$ cat src/rtl/sipo_pkg.sv
// Shared types and helpers for the serial-in/parallel-out deserializer.
package sipo_pkg;

    typedef enum logic {
        IDLE  = 1'b0,
        SHIFT = 1'b1
    } state_t;

    function automatic int unsigned cnt_w(input int unsigned width);
        return $clog2(width + 1);
    endfunction

endpackage

$ cat src/rtl/sipo_shift_reg.sv
// Serial capture register: clr seeds a new word with din, en shifts din in.
module sipo_shift_reg
    import sipo_pkg::*;
#(
    parameter int unsigned WIDTH     = 8,
    parameter bit          MSB_FIRST = 1'b1
) (
    input  logic             clk,
    input  logic             rst_n,
    input  logic             clr,
    input  logic             en,
    input  logic             din,
    output logic [WIDTH-1:0] q
);

    logic [WIDTH-1:0] seed;
    logic [WIDTH-1:0] shifted;

    // The first bit of a word sits where new bits enter: LSB when shifting left, MSB when shifting right.
    always_comb begin
        if (MSB_FIRST) begin
            seed    = {{(WIDTH-1){1'b0}}, din};
            shifted = {q[WIDTH-2:0], din};
        end else begin
            seed    = {din, {(WIDTH-1){1'b0}}};
            shifted = {din, q[WIDTH-1:1]};
        end
    end

    always_ff @(posedge clk) begin
        if (!rst_n) begin
            q <= '0;
        end else if (clr) begin
            q <= seed;
        end else if (en) begin
            q <= shifted;
        end
    end

endmodule

$ cat src/rtl/sipo_deserializer.sv
// Reassembles WIDTH-bit words from a framed serial stream into a valid/ready holding register.
module sipo_deserializer
    import sipo_pkg::*;
#(
    parameter int unsigned WIDTH     = 8,
    parameter bit          MSB_FIRST = 1'b1
) (
    input  logic             clk,
    input  logic             rst_n,
    input  logic             s_valid,
    input  logic             s_data,
    input  logic             s_start,
    output logic [WIDTH-1:0] p_data,
    output logic             p_valid,
    input  logic             p_ready,
    output logic             overrun,
    output logic             frame_err
);

    localparam int unsigned CW = cnt_w(WIDTH);

    state_t           state;
    logic [CW-1:0]    cnt;
    logic [WIDTH-1:0] q;
    logic [WIDTH-1:0] word;
    logic             clr;
    logic             en;
    logic             complete;
    logic             load;

    sipo_shift_reg #(
        .WIDTH     (WIDTH),
        .MSB_FIRST (MSB_FIRST)
    ) u_shift (
        .clk   (clk),
        .rst_n (rst_n),
        .clr   (clr),
        .en    (en),
        .din   (s_data),
        .q     (q)
    );

    // The completed word is formed combinationally so it reaches p_data on the same edge as the last bit.
    always_comb begin
        clr      = s_valid & s_start;
        en       = s_valid & ~s_start & (state == SHIFT);
        complete = en & (cnt == CW'(WIDTH - 1));
        load     = complete & (~p_valid | p_ready);
        if (MSB_FIRST) begin
            word = {q[WIDTH-2:0], s_data};
        end else begin
            word = {s_data, q[WIDTH-1:1]};
        end
    end

    always_ff @(posedge clk) begin
        if (!rst_n) begin
            state     <= IDLE;
            cnt       <= '0;
            p_data    <= '0;
            p_valid   <= 1'b0;
            overrun   <= 1'b0;
            frame_err <= 1'b0;
        end else begin
            frame_err <= clr & (state == SHIFT);
            overrun   <= complete & p_valid & ~p_ready;

            if (clr) begin
                state <= SHIFT;
                cnt   <= CW'(1);
            end else if (complete) begin
                state <= IDLE;
                cnt   <= '0;
            end else if (en) begin
                cnt <= cnt + CW'(1);
            end

            if (load) begin
                p_data  <= word;
                p_valid <= 1'b1;
            end else if (p_valid & p_ready) begin
                p_valid <= 1'b0;
            end
        end
    end

endmodule

$ cat config.mk
export PLATFORM = sky130hd
export DESIGN_NAME = sipo_deserializer
export DESIGN_NICKNAME = d
export VERILOG_FILES = /design/src/rtl/sipo_pkg.sv /design/src/rtl/sipo_shift_reg.sv /design/src/rtl/sipo_deserializer.sv
export SDC_FILE = /design/constraint.sdc
export NUM_CORES = 1
export LEC_CHECK = 0
export ABC_CLOCK_PERIOD_IN_PS = 2900
export CELL_PAD_IN_SITES_DETAIL_PLACEMENT = 0
export CELL_PAD_IN_SITES_GLOBAL_PLACEMENT = 1
export CORE_ASPECT_RATIO = 1.1
export CORE_MARGIN = 2
export CORE_UTILIZATION = 42
export CTS_CLUSTER_SIZE = 10
export DETAILED_ROUTE_END_ITERATION = 8
export PLACE_DENSITY = 0.84
export SYNTH_ARGS = -nofsm -noshare
export SYNTH_HDL_FRONTEND = slang
export SYNTH_HIERARCHICAL = 1
export SYNTH_SLANG_ARGS = --single-unit
$ cat constraint.sdc
create_clock -name clk -period 2.9 [get_ports clk]
set_input_delay 0.435 -clock clk [delete_from_list [all_inputs] [get_ports clk]]
set_output_delay 0.435 -clock clk [all_outputs]
set_load 0.01 [all_outputs]
==> results.py <==
metrics = {
    "status": {
        "run_status": "completed",
    },
    "clock_tree": {
        "cts_tree": "yes",
        "cts_setup_buffers": 0,
        "path_clk_slew_ps": 120,
        "post_cts.resized_instances": 0,
        "clock_tree.buffer_depth": 2,
        "cts-hold-fix-buffers": 0,
        "htree_num_levels": 1,
        "root_buffer": "clkbuf_4",
        "cts_inserted_buffers": 3,
        "cts_sinks": 23,
        "clkLatencyLatePin_ps": 300,
    },
    "floorplan": {
        "die_area_um2": 2640,
        "placeableCoreArea_um2": 2180,
        "die-width_um": 49.2,
        "top_level_ports": 17,
        "initial_utilization_pct": 43.2,
        "core.rowCount": 18,
        "die_y_um": 53.7,
    },
    "place": {
        "worst_slack_after_detailed_placement_ps": 736,
        "io_buffers": 16,
        "dpl_cell_area_um2": 1130,
        "globalplace.congestion": 0.796,
        "detailedPlacementHpwl_um": 1180,
        "dp_cells": 137,
    },
    "setup_path": {
        "critical_path_class": "input pin to register",
        "setup.reg_to_reg.worst_slack_ps": 1250,
        "max_stage_delay_ps": 660,
        "timing.critical_path.slowest_stage_cell": "nor4_4",
        "worst_setup_path_start_kind": "input pin",
        "worst_ep_arrival_time_ps": 2050,
        "worstPathRequired_ps": 3140,
        "cp_max_fo": 8,
        "critPathCaptureType": "register",
        "cp_cell_sequence": "clkdlybuf4s50_1 -> nand3b_4 -> nor4_4 -> mux2i_1",
    },
    "global_routing": {
        "grt_max_degree": 16,
        "grt.met2_usage_pct": 21.6,
        "grt_busiest_layer": "met2",
        "gr-usage-met3_pct": 3.61,
        "grt-ovfl-total": 0,
        "grt_pass1_vias": 610,
        "gr-usage-met1_pct": 17.1,
        "gr-usage-all-layers_pct": 13.6,
        "grt_pass1_wl_um": 2700,
        "antenna_found_initial": 0,
    },
    "pwr": {
        "power.sequential.fraction_pct": 64.9,
        "power.share.switching_pct": 22.1,
        "pwr_density_cell_nw_per_um2": 431,
        "total_leakage_power_nw": 0.393,
        "clockPowerShare_pct": 28.9,
        "vdd_drop_max_mv": 0.302,
        "power.switching_w": 0.000110,
        "power_frac_comb_pct": 6.2,
        "cell_internal_pwr_w": 0.000388,
    },
    "cells_and_area": {
        "drive_above_1_share_pct": 10.8,
        "final_nets": 119,
        "flow.area_growth_from_synthesis_pct": 22.3,
        "n_antenna_cell": 0,
        "final_area_um2": 1150,
        "utilization_pct": 52.8,
        "post_layout_nonfiller_instances": 141,
    },
    "route": {
        "routed_wl_um": 1610,
        "final_antenna_net_count": 0,
        "first_pass_iters": 4,
        "via_per_inst": 4.82,
        "dr_total_vias": 679,
        "routedWlPerCell_um": 11.4,
        "post-route-drc-count": 0,
        "drtIter0Drc": 6,
    },
    "sta": {
        "worst_clock_skew_ps": 6.20,
        "setup_repair_after_global_routing_missed_its_margin": "false",
        "post-route-min-period_ps": 1810,
        "transition_time_of_the_tightest_slew_check_pin_ps": 696,
        "hold_violations": 0,
        "final_max_slew_viol_count": 0,
        "setup_viol_count_final": 0,
        "setup_total_negative_slack_ps": 0,
        "max_clock_freq_mhz": 553,
        "max-slew-margin-rel_pct": 53.3,
        "finalCritPeriodShare_pct": 62.4,
        "final_critical_path_setup_slack_ps": 1090,
    },
    "flow_run": {
        "cap_viol_max_count": 0,
    },
    "yosys": {
        "post_synthesis_average_cell_area_um2": 10.1,
        "synthesized_cell_area_um2": 943,
        "postSynthCellCount": 93,
        "yosysWarningCount": 6,
        "synth_nets": 100,
    },
    "min_path": {
        "hold_path_class": "register to register",
    },
}
[placed cells by master, fill, tap and decap left out, drive strengths merged, types with 2 or more instances in the layout]
cell type	n
a21oi	2
clkbuf	4
clkdlybuf4s50	16
dfxtp	23
inv	2
mux2i	15
nand2	19
nand2b	2
nor2	6
nor3	2
o21a	2
o21ai	3
[metal layers]
metal	wire, µm	part of all wire, %	up-vias
met4	15	0.93	0
met1	772	48	314
met3	48	3.0	2
li1	-	-	354
met2	772	48	9
met5	0	0	-
[power by group through the flow]
stage | registers [W] | logic (W) | clock network [W]
after global routing | 0.000324 | 0.0000338 | 0.000163
after detailed placement | 0.000330 | 0.0000311 | 0
final | 0.000323 | 0.0000311 | 0.000144
after global placement | 0.000330 | 0.0000305 | 0
after floorplan | 0.000330 | 0.0000185 | 0
after CTS | 0.000323 | 0.0000314 | 0.000150
[final timing paths]
kind | from | to | cells past startpoint
setup / recovery | s_valid | p_data[2]$_SDFFE_PN0P_ | 4
hold / removal | p_data[4]$_SDFFE_PN0P_ | p_data[4]$_SDFFE_PN0P_ | 2
setup reg to reg | cnt[0]$_SDFFE_PN0P_ | p_data[2]$_SDFFE_PN0P_ | 4
hold reg to reg | p_data[4]$_SDFFE_PN0P_ | p_data[4]$_SDFFE_PN0P_ | 2
[layout make-up]
type                            instances  area (µm²)
Fill cell                             217        1030
Sequential cell                        23         460
Multi-Input combinational cell         65         454
Timing Repair Buffer                   17         168
Tap cell                               30        37.5
Clock buffer                            4        26.3
Inverter                                2        7.51
[sequential cells by signal, indices dropped and copies added (netlist names)]
register	count
p_valid	1
p_data	8
overrun	1
u_shift/q	7
state	1
cnt	4
frame_err	1
[through the flow]
| step | power [W] | hold slack (ps) |
|---|---|---|
| global placement | 0.000361 | 443 |
| CTS | 0.000505 | 471 |
| detailed placement | 0.000361 | 453 |
| floorplan | 0.000348 | 437 |
| finish | 0.000498 | 465 |
| global route | 0.000521 | 483 |
[critical path: cells and delay by family]
| family | cells | cell delay, ps |
|---|---|---|
| buf+inv | 1 | 550 |
| mux | 1 | 270 |
| simple gates | 2 | 790 |
(Power assumes the default switching activity.)
